**src/rtl/dm_arbiter.sv**
```systemverilog
// dm_arbiter
// ----------
// Two-requester arbiter in front of a single-port 1K-word data memory
// (async read, write on posedge clk). Port A is the CPU load/store stage,
// port B is a debug/DMA loader. One access is granted per cycle. On a
// conflict the grant alternates round-robin. A requester may hold the
// grant with a lock burst, which is bounded to MAX_BURST cycles while
// the other side is waiting.
//
// Handshake: x_req_i is the request ("valid"). x_gnt_o is the same-cycle
// acceptance ("ready"). An access happens in exactly the cycle where both
// are high, and the requester must hold its request until it sees x_gnt_o.
// A granted read returns x_rdata_o with x_rvalid_o one cycle later.
// A granted write has no response.
//
// Ports:
//   clk_i, rst_i            clock; synchronous active-high reset
//   a_req_i/a_we_i/a_lock_i request, write flag, keep-grant-next-cycle
//   a_addr_i[11:2]          word address
//   a_wdata_i               write data
//   a_gnt_o                 access performed this cycle
//   a_rvalid_o, a_rdata_o   registered read response
//   b_*                     same as a_* for port B
//   m_addr_o, m_din_o       memory address and write data
//   m_we_o                  memory write enable
//   m_dout_i                memory read data (combinational from m_addr_o)
//   a/b_wait_cnt_o[15:0]    only when DM_ARB_STAT_EN is defined:
//                           saturating count of cycles spent requesting
//                           without a grant
//   dbg_state_o[1:0]        FSM state (0 = IDLE, 1 = LOCK_A, 2 = LOCK_B)
//
// Optional feature macro: DM_ARB_STAT_EN (adds the wait counters).

module dm_arbiter #(
  parameter int MAX_BURST = 4,
  parameter int CNT_W     = 4
) (
  input  logic        clk_i,
  input  logic        rst_i,
  input  logic        a_req_i,
  input  logic        a_we_i,
  input  logic        a_lock_i,
  input  logic [11:2] a_addr_i,
  input  logic [31:0] a_wdata_i,
  output logic        a_gnt_o,
  output logic        a_rvalid_o,
  output logic [31:0] a_rdata_o,
  input  logic        b_req_i,
  input  logic        b_we_i,
  input  logic        b_lock_i,
  input  logic [11:2] b_addr_i,
  input  logic [31:0] b_wdata_i,
  output logic        b_gnt_o,
  output logic        b_rvalid_o,
  output logic [31:0] b_rdata_o,
  output logic [11:2] m_addr_o,
  output logic [31:0] m_din_o,
  output logic        m_we_o,
  input  logic [31:0] m_dout_i,
`ifdef DM_ARB_STAT_EN
  output logic [15:0] a_wait_cnt_o,
  output logic [15:0] b_wait_cnt_o,
`endif
  output logic [1:0]  dbg_state_o
);

  typedef enum logic [1:0] {
    S_IDLE   = 2'd0,
    S_LOCK_A = 2'd1,
    S_LOCK_B = 2'd2
  } state_e;

  localparam logic [CNT_W-1:0] BURST_MAX = CNT_W'(MAX_BURST);
  localparam logic [CNT_W-1:0] BURST_ONE = CNT_W'(1);

  state_e           state_q, state_d;
  logic             last_q, last_d;     // 1: B had the most recent grant
  logic [CNT_W-1:0] burst_q, burst_d;

  logic             gnt_a, gnt_b;       // raw grants before reset gating
  logic             a_gnt, b_gnt;       // final grants
  logic             arb_a, arb_b;       // round-robin pick from IDLE rules
  logic             burst_full;
  logic             do_arb;

  // A tie goes to the port that did not have the most recent grant.
  assign arb_a      = a_req_i & (~b_req_i | last_q);
  assign arb_b      = b_req_i & (~a_req_i | ~last_q);
  assign burst_full = (burst_q == BURST_MAX);

  always_comb begin
    gnt_a   = 1'b0;
    gnt_b   = 1'b0;
    do_arb  = 1'b0;
    state_d = state_q;
    last_d  = last_q;
    burst_d = burst_q;

    case (state_q)
      S_LOCK_A: begin
        if (!a_req_i) begin
          do_arb = 1'b1;
        end else if (burst_full && b_req_i) begin
          // Burst exhausted with B waiting: B takes this cycle.
          gnt_b  = 1'b1;
          last_d = 1'b1;
          if (b_lock_i) begin
            state_d = S_LOCK_B;
            burst_d = BURST_ONE;
          end else begin
            state_d = S_IDLE;
            burst_d = '0;
          end
        end else begin
          gnt_a  = 1'b1;
          last_d = 1'b0;
          if (a_lock_i) begin
            state_d = S_LOCK_A;
            burst_d = burst_full ? burst_q : burst_q + BURST_ONE;
          end else begin
            state_d = S_IDLE;
            burst_d = '0;
          end
        end
      end
      S_LOCK_B: begin
        if (!b_req_i) begin
          do_arb = 1'b1;
        end else if (burst_full && a_req_i) begin
          gnt_a  = 1'b1;
          last_d = 1'b0;
          if (a_lock_i) begin
            state_d = S_LOCK_A;
            burst_d = BURST_ONE;
          end else begin
            state_d = S_IDLE;
            burst_d = '0;
          end
        end else begin
          gnt_b  = 1'b1;
          last_d = 1'b1;
          if (b_lock_i) begin
            state_d = S_LOCK_B;
            burst_d = burst_full ? burst_q : burst_q + BURST_ONE;
          end else begin
            state_d = S_IDLE;
            burst_d = '0;
          end
        end
      end
      default: do_arb = 1'b1;
    endcase

    // Plain arbitration: used from IDLE, and from a lock state whose owner
    // dropped its request.
    if (do_arb) begin
      gnt_a   = arb_a;
      gnt_b   = arb_b;
      state_d = S_IDLE;
      burst_d = '0;
      if (arb_a) begin
        last_d = 1'b0;
        if (a_lock_i) begin
          state_d = S_LOCK_A;
          burst_d = BURST_ONE;
        end
      end else if (arb_b) begin
        last_d = 1'b1;
        if (b_lock_i) begin
          state_d = S_LOCK_B;
          burst_d = BURST_ONE;
        end
      end
    end
  end

  // No access may reach the memory while reset is held.
  assign a_gnt = gnt_a & ~rst_i;
  assign b_gnt = gnt_b & ~rst_i;

  always_comb begin
    m_addr_o = '0;
    m_din_o  = '0;
    m_we_o   = 1'b0;
    if (a_gnt) begin
      m_addr_o = a_addr_i;
      m_din_o  = a_wdata_i;
      m_we_o   = a_we_i;
    end else if (b_gnt) begin
      m_addr_o = b_addr_i;
      m_din_o  = b_wdata_i;
      m_we_o   = b_we_i;
    end
  end

  always_ff @(posedge clk_i) begin
    if (rst_i) begin
      state_q    <= S_IDLE;
      last_q     <= 1'b1;
      burst_q    <= '0;
      a_rvalid_o <= 1'b0;
      a_rdata_o  <= '0;
      b_rvalid_o <= 1'b0;
      b_rdata_o  <= '0;
    end else begin
      state_q    <= state_d;
      last_q     <= last_d;
      burst_q    <= burst_d;
      a_rvalid_o <= a_gnt & ~a_we_i;
      b_rvalid_o <= b_gnt & ~b_we_i;
      if (a_gnt && !a_we_i) a_rdata_o <= m_dout_i;
      if (b_gnt && !b_we_i) b_rdata_o <= m_dout_i;
    end
  end

`ifdef DM_ARB_STAT_EN
  always_ff @(posedge clk_i) begin
    if (rst_i) begin
      a_wait_cnt_o <= '0;
      b_wait_cnt_o <= '0;
    end else begin
      if (a_req_i && !a_gnt && a_wait_cnt_o != 16'hFFFF)
        a_wait_cnt_o <= a_wait_cnt_o + 16'd1;
      if (b_req_i && !b_gnt && b_wait_cnt_o != 16'hFFFF)
        b_wait_cnt_o <= b_wait_cnt_o + 16'd1;
    end
  end
`endif

  assign a_gnt_o     = a_gnt;
  assign b_gnt_o     = b_gnt;
  assign dbg_state_o = state_q;

endmodule

```
**config.mk**
```make
export PLATFORM = sky130hd
export DESIGN_NAME = dm_arbiter
export DESIGN_NICKNAME = d
export VERILOG_FILES = /design/src/rtl/dm_arbiter.sv
export SDC_FILE = /design/constraint.sdc
export NUM_CORES = 1
export LEC_CHECK = 0
export ABC_AREA = 1
export BUFFER_PORTS_ARGS = -buffer_cell sky130_fd_sc_hd__buf_2
export CORE_AREA = 4 4 110 112
export CTS_BUF_LIST = sky130_fd_sc_hd__clkbuf_8 sky130_fd_sc_hd__clkbuf_16
export CTS_CLUSTER_DIAMETER = 150
export DETAILED_ROUTE_END_ITERATION = 8
export DIE_AREA = 0 0 114 116
export PLACE_DENSITY = 0.76
export SYNTH_ARGS = -nofsm -noshare
export SYNTH_HDL_FRONTEND = slang
export SYNTH_SLANG_ARGS = --single-unit
```
**constraint.sdc**
```tcl
create_clock -name clk_i -period 1.7 [get_ports clk_i]
set_input_delay 0.17 -clock clk_i [delete_from_list [all_inputs] [get_ports clk_i]]
set_output_delay 0.17 -clock clk_i [all_outputs]
set_load 0.1 [all_outputs]
```
==> results of run 1 <==
==> stage by stage <==
stage                     hold WS [ns]  total power [mW]
after floorplan                  0.345              12.0
after global placement           0.487              15.7
after detailed placement         0.488              15.8
after CTS                        0.173              18.2
after global routing             0.184              20.0
final                            0.172              19.2
==> worst paths after layout <==
path | slack [ns] | cells after the start | endpoint | start
setup / recovery | -0.64 | 13 | m_din_o[20] | burst_q[1]
hold / removal | 0.17 | 3 | dbg_state_o[0] | a_lock_i
setup reg to reg | -0.41 | 11 | a_rdata_o[18] | dbg_state_o[0]
hold reg to reg | 0.50 | 4 | a_rdata_o[16] | a_rdata_o[16]
==> routing by layer <==
metal,track usage [%],part of all wire [%],vias to the layer above
li1,-,-,2904
met2,49.0,52,335
met3,6.01,8.7,68
met4,10.7,4.7,0
met1,27.9,35,2655
met5,0,0,-
==> placed cells by master, fill, tap and decap left out, types with 3 or more instances in the layout <==
master and n:
a21oi_1 10, buf_12 57, buf_2 191, buf_4 54, buf_6 10, buf_8 5
clkbuf_16 16, clkinvlp_4 4, dfxtp_1 69, ha_4 3, inv_1 170, inv_2 9
inv_4 3, nand2_1 190, nand2_2 36, nand2_4 12, nand2_8 3, nand3_1 8
nand3_4 5, nand4_1 68, nor2_1 65, nor2_2 4, o21ai_0 5, o21ai_4 42
xor2_1 3
==> flip-flops by register name, indices dropped and copies added, names as in the netlist <==
name	count
a_rdata_o	32
b_rdata_o	32
burst_q	4
dbg_state_o	2
a_rvalid_o	1
b_rvalid_o	1
last_q	1
==> power by group <==
group / switching, mW / internal [mW]
logic: 10.3 / 4.88
clock network: 0.744 / 0.985
registers: 0.235 / 2.12
==> area by class of cell <==
| class | count | area [µm²] |
|---|---|---|
| Multi-Input combinational cell | 464 | 2920 |
| Sequential cell | 73 | 1470 |
| Antenna cell | 1 | 2.50 |
| Fill cell | 796 | 2780 |
| Clock inverter | 7 | 46.3 |
| Inverter | 182 | 704 |
| Timing Repair Buffer | 325 | 2890 |
| Tap cell | 143 | 179 |
| Clock buffer | 9 | 225 |
==> logic make-up (layout without fill, tap and decap cells) <==
| logic type | Yosys count | count (layout) |
|---|---|---|
| buffers and inverters | 227 | 523 |
| AOI/OAI and AO/OA | 63 | 63 |
| DFF | 73 | 73 |
| other | 0 | 1 |
| and+or+nand+nor | 394 | 394 |
| adders and majority gates | 4 | 4 |
| xor gates and xnor gates | 3 | 3 |
==> worst max-delay path: cells and delay by family (launching register included) <==
family,cells,cell delay (ns)
compound gates,1,0.19
fa+ha+maj,1,0.14
flops,1,0.32
simple gates,7,0.68
buf+inv,4,0.48
==> repair_timing <==
action,4_1_cts,5_1_grt
hold endpoints to repair,0,0
buffers inserted,8,18
cloned,4,7
setup endpoints to repair,111,115
gates resized for setup,51,61
pin swaps,5,21
==> metrics.txt, run 1 <==
Yosys cell types 25; maximum root-to-sink buffer count 2; maximum vdd drop ~1600 µV; final core utilization 75.2%; Skew-Pair Late Insertion Delay ~0.33 ns; Hold Buf Count CTS 0; compound-cell area share of the yosys netlist 7.70%; Clock Pin Slew Worst Setup and Hold Paths 0.06 ns; Area growth syn-to-layout 87.6%; crit-path cells inv_2, ha_4, nand2_4, nor2_4, nand3_2, nand2_2, nand2_4, nand2_8, buf_12, buf_16, nand2_1, o21ai_4, buf_12; Post-DRT Antenna Nets 0; number of global-route vias before repair approximately 5700; slew margin rel. between 60% and 70%; Die Wd ~110 µm; Finished Layout Cells about 1200; gp weighted congestion approximately 0.87; measured slew at the worst slew-check pin approximately 0.57 ns; prevailing post-synth register cell dfxtp_1; Die Area 13200 µm²; Syn. warnings 0; Placed Cells roughly 1200; Mapped Nets slightly below 900; grt ovf 0; Slowest Stage Delay on Critical Path 0.32 ns; cell taking the most area after synthesis dfxtp_1; Root Buffer clkbuf_16; Crit. End Element output port; Avg Inst Size Synth slightly below 6 µm²; row count 39; worst setup slack after layout -0.642 ns; crit path kind reg -> out; global-route wire length before repair 27400 µm; Required @ worst endpoint 1.53 ns; die span in y about 120 µm; Max H-tree Level 3; Yosys top cell area share 32.5%; Post-Layout Inst Area ~8400 µm²; Synth area leaders dfxtp_1, nand2_1, inv_1; number of I/O pins ~240; Cell Area, Synth approximately 4500 µm²; Pwr Density roughly 2300 nW/µm²; vias a little under 6000; Max Clock Skew just over 0.007 ns; status finished, violations left; largest net degree at the start of global routing 34; Via density about 5.0; adder-cell share of the synthesized area under 10%; wire length per cell ~16 µm; mux share of post-synthesis cell area 0%; Slowest-stage cell, CP dfxtp_2; Mapped Cells 764; failing checks negative setup slack; initial antenna violation count 1; Synth top cells by count nand2_1, inv_1, dfxtp_1, nor2_1, nand4_1; XOR/XNOR Fraction of Synth Area less than 1%; DP HPWL 13000 µm; Final Hold Vio Count 0; final wirelength about 19000 µm; CORE AREA around 11000 µm²; layout net count 1183; Arrival @ worst endpoint between 2 and 2.5 ns; Period minus WS final 2.34 ns; most frequent cell after synthesis nand2_1; I/O Buffers 236; dpl ws -0.378 ns; Initial Util between 40% and 50%; CTS tree done; GRT Total Usage between 20% and 30%; final setup violation count approximately 110; fin crit share 138%; Num CTS Buffers 9; Leakage between 4 and 5 nW; post-synthesis sequential area ratio 32.5%; Crit Path Max Fanout 7; TNS Setup -45.85 ns; clk sinks 73; largest family of logic cells by synthesized area simple AND/OR/NAND/NOR gates; max cap viols 0; DRC viols 0; Hold/Removal Path Class in -> reg; FFs w/ async S/R, synth 0%; Yosys reg bits 73; RSZ-0062 raised after global routing true; startpoint types flip-flop; EDFF count, synth 0; TritonRoute pass-1 iters 6; Iteration-0 DRC Markers around 580; Slew Limit Fails 0; area share of and/or/nand/nor cells after synthesis between 30% and 40%; Max Clock Freq roughly 430 MHz; total placed instance area about 7400 µm²; share of cells above drive strength 1 roughly 44%
(Power assumes the default switching activity.)
==> run 2, diff against run 1 <==
- BUFFER_PORTS_ARGS: -buffer_cell sky130_fd_sc_hd__buf_2 -> not set
- CORE_AREA: 4 4 110 112 -> 4 4 100 102
- DIE_AREA: 0 0 114 116 -> 0 0 104 106
- DONT_BUFFER_PORTS: not set -> 1
- PLACE_DENSITY: 0.76 -> 0.67
==> run 2 against run 1 <==
Compared with the run above: the flow still finishes with violations (negative setup slack); sequential power rose by 2%; via count rose by 1.1%; first-iteration DRC count rose by 27%; register-to-register slack got worse by 0.28 ns; combinational power rose by 7%; non-clock buffer count fell by 146; clock skew rose by 0.0047 ns; sequential cell count did not move; wire length rose by 24%; die area fell by 17%.
==> metrics.txt, run 2 (synthesis results as in run 1) <==
status finished, violations left (unchanged); failing checks negative setup slack (unchanged); row count 35 (was 39); Fill cells 469 (was 796); Max Clock Freq 376 MHz (was 427 MHz); fin crit share 156% (was 138%); maximum vdd drop 2060 µV (was 1620 µV); die span in y 106 µm (was 116 µm); Max H-tree Level 3 (unchanged); Required @ worst endpoint 1.53 ns (about the same); layout net count 1037 (was 1183); global-route wire length before repair 29400 µm (was 27400 µm); share of cells above drive strength 1 37.1% (was 44.2%); Hold/Removal Path Class in -> reg (unchanged); final setup violation count 117 (was 111); startpoint types flip-flop (unchanged); Skew-Pair Late Insertion Delay 0.36 ns (was 0.33 ns); Max Clock Skew 0.0120 ns (was 0.00724 ns); CORE AREA 9110 µm² (was 11200 µm²); critical path depth 11 (was 13); wire length per cell 23.2 µm (was 15.9 µm); Hold Crit Depth 2 (was 3); DP HPWL 12000 µm (was 13000 µm); Crit Path Max Fanout 8 (was 7); measured slew at the worst slew-check pin 0.616 ns (was 0.568 ns); clk sinks 73 (unchanged); top flop regs a_rdata_o x32, b_rdata_o x32, burst_q x4 (unchanged); Via density 5.88 (was 4.95); Die Area 11000 µm² (was 13200 µm²); GRT Total Usage 33.3% (was 26.0%); WHS 0.0243 ns (was 0.172 ns); Crit path buffers/inverters 4 (unchanged); Iteration-0 DRC Markers 728 (was 575); number of I/O pins 237 (unchanged); Crit. End Element output port (unchanged); Final Hold Vio Count 0 (unchanged); Slowest Stage Delay on Critical Path 0.34 ns (was 0.32 ns); Leakage 3.87 nW (was 4.44 nW); RSZ-0062 raised after global routing true (unchanged); I/O Buffers 0 (was 236); worst setup slack after layout -0.959 ns (was -0.642 ns); n_diodes 0 (was 1); Die Wd 104 µm (was 114 µm); gp weighted congestion 0.875 (was 0.869); largest net degree at the start of global routing 45 (was 34); crit path kind reg -> out (unchanged); most frequent cells in the layout nand2_1, inv_1, buf_4 (was buf_2, nand2_1, inv_1); Post-DRT Antenna Nets 0 (unchanged); dpl ws -0.430 ns (was -0.378 ns); Finished Layout Cells 1025 (was 1204); final core utilization 86.5% (was 75.2%); max cap viols 0 (unchanged); Pwr Density 2530 nW/µm² (was 2280 nW/µm²); slew margin rel. 58.5% (was 62.4%); Root Buffer clkbuf_8 (was clkbuf_16); crit-path cells inv_2, ha_4, nand2_4, nor2_4, buf_6, nand4_1, nand3_4, nand2_8, clkbuf_16, o21ai_4, buf_12 (was inv_2, ha_4, nand2_4, nor2_4, nand3_2, nand2_2, nand2_4, nand2_8, buf_12, buf_16, nand2_1, o21ai_4, buf_12); Arrival @ worst endpoint 2.49 ns (was 2.17 ns); Initial Util 49.4% (was 40.1%); Area growth syn-to-layout 75.0% (was 87.6%); Slowest-stage cell, CP dfxtp_2 (unchanged); Top delay family on crit path simple AND/OR/NAND/NOR gates (unchanged); DRC viols 0 (unchanged); Clock Pin Slew Worst Setup and Hold Paths 0.09 ns (was 0.06 ns); grt ovf 0 (unchanged); Period minus WS final 2.66 ns (was 2.34 ns); Num CTS Buffers 9 (unchanged); maximum root-to-sink buffer count 2 (unchanged); most common cell after layout, fill and taps aside nand2_1 (was buf_2); PnR Total Power 19.9 mW (was 19.2 mW); CTS tree done (unchanged); final wirelength 23800 µm (was 19200 µm); R2R depth 16 (was 11); number of global-route vias before repair 5706 (was 5675); Slew Limit Fails 0 (unchanged); initial antenna violation count 0 (was 1); TritonRoute pass-1 iters 6 (unchanged); vias 6027 (was 5962); Placed Cells 976 (was 1153)
## run 2: cell count changes in the layout (fill, tap and decap cells not counted), sizes merged
| cell | previous run | this run |
|---|---|---|
| clkinv | 2 | 1 |
| bufbuf | 0 | 1 |
| diode | 1 | 0 |
| buf | 318 | 170 |
| dlygate4sd3 | 0 | 1 |
| clkinvlp | 4 | 3 |
| clkbuf | 16 | 18 |
## run 2: stage by stage
stage | cell area (µm²) | setup TNS [ns]
after CTS | 7490 | -48.15
after global placement | 6680 | -30.72
final | 7880 | -72.91
after global routing | 7880 | -84.21
after detailed placement | 6680 | -37.62
after floorplan | 5130 | -36.75
## run 2: power by group
group          switching [mW]  internal [mW]  total (mW)  leakage [nW]
clock network           0.747          0.618        1.37        0.0924
logic                    10.9           5.25        16.2          3.18
registers               0.276           2.11        2.39         0.598
## run 2: worst register-to-register path: stages, from the launching register on
cell	delay [ns]
dfxtp_2	0.34
inv_2	0.08
ha_4	0.16
nand2_4	0.06
nor2_4	0.14
buf_6	0.12
nand4_1	0.22
nand3_4	0.21
buf_4	0.13
buf_6	0.08
buf_6	0.10
buf_12	0.10
nand3_4	0.12
buf_12	0.20
nand2_1	0.06
inv_1	0.04
nor2_1	0.15
## run 2: final timing paths
| path | startpoint | endpoint | slack [ns] |
|---|---|---|---|
| min reg2reg | a_rdata_o[14] | a_rdata_o[14] | 0.51 |
| max reg2reg | burst_q[0] | b_rdata_o[1] | -0.69 |
| min | a_lock_i | dbg_state_o[0] | 0.02 |
| max | burst_q[0] | m_din_o[28] | -0.96 |
## run 2: cell type report
cell class              count  area, µm²  area share, %
flip-flops and latches     73       1470           18.7
clock buffers              11        151           1.92
multi-input cells         464       2980           37.9
clock inverters             5       37.5          0.477
inverters                 182        708           8.99
well taps                 111        139           1.76
repair buffers            179       2380           30.3
## run 2: routing by layer
layer | up-vias | routed length [µm] | GRT usage (%)
met5 | - | 0 | 0
met4 | 0 | 2390 | 14.9
met3 | 191 | 2700 | 9.35
met2 | 547 | 11100 | 62.8
met1 | 2690 | 7600 | 34.2
li1 | 2599 | - | -
## run 2: what timing repair did
item,in CTS,in global routing
setup endpoints to repair,112,116
hold endpoints to repair,3,0
hold buffers,1,0
buffers inserted,13,5
gates cloned,10,7
resized for setup,75,56
pin swaps,31,36
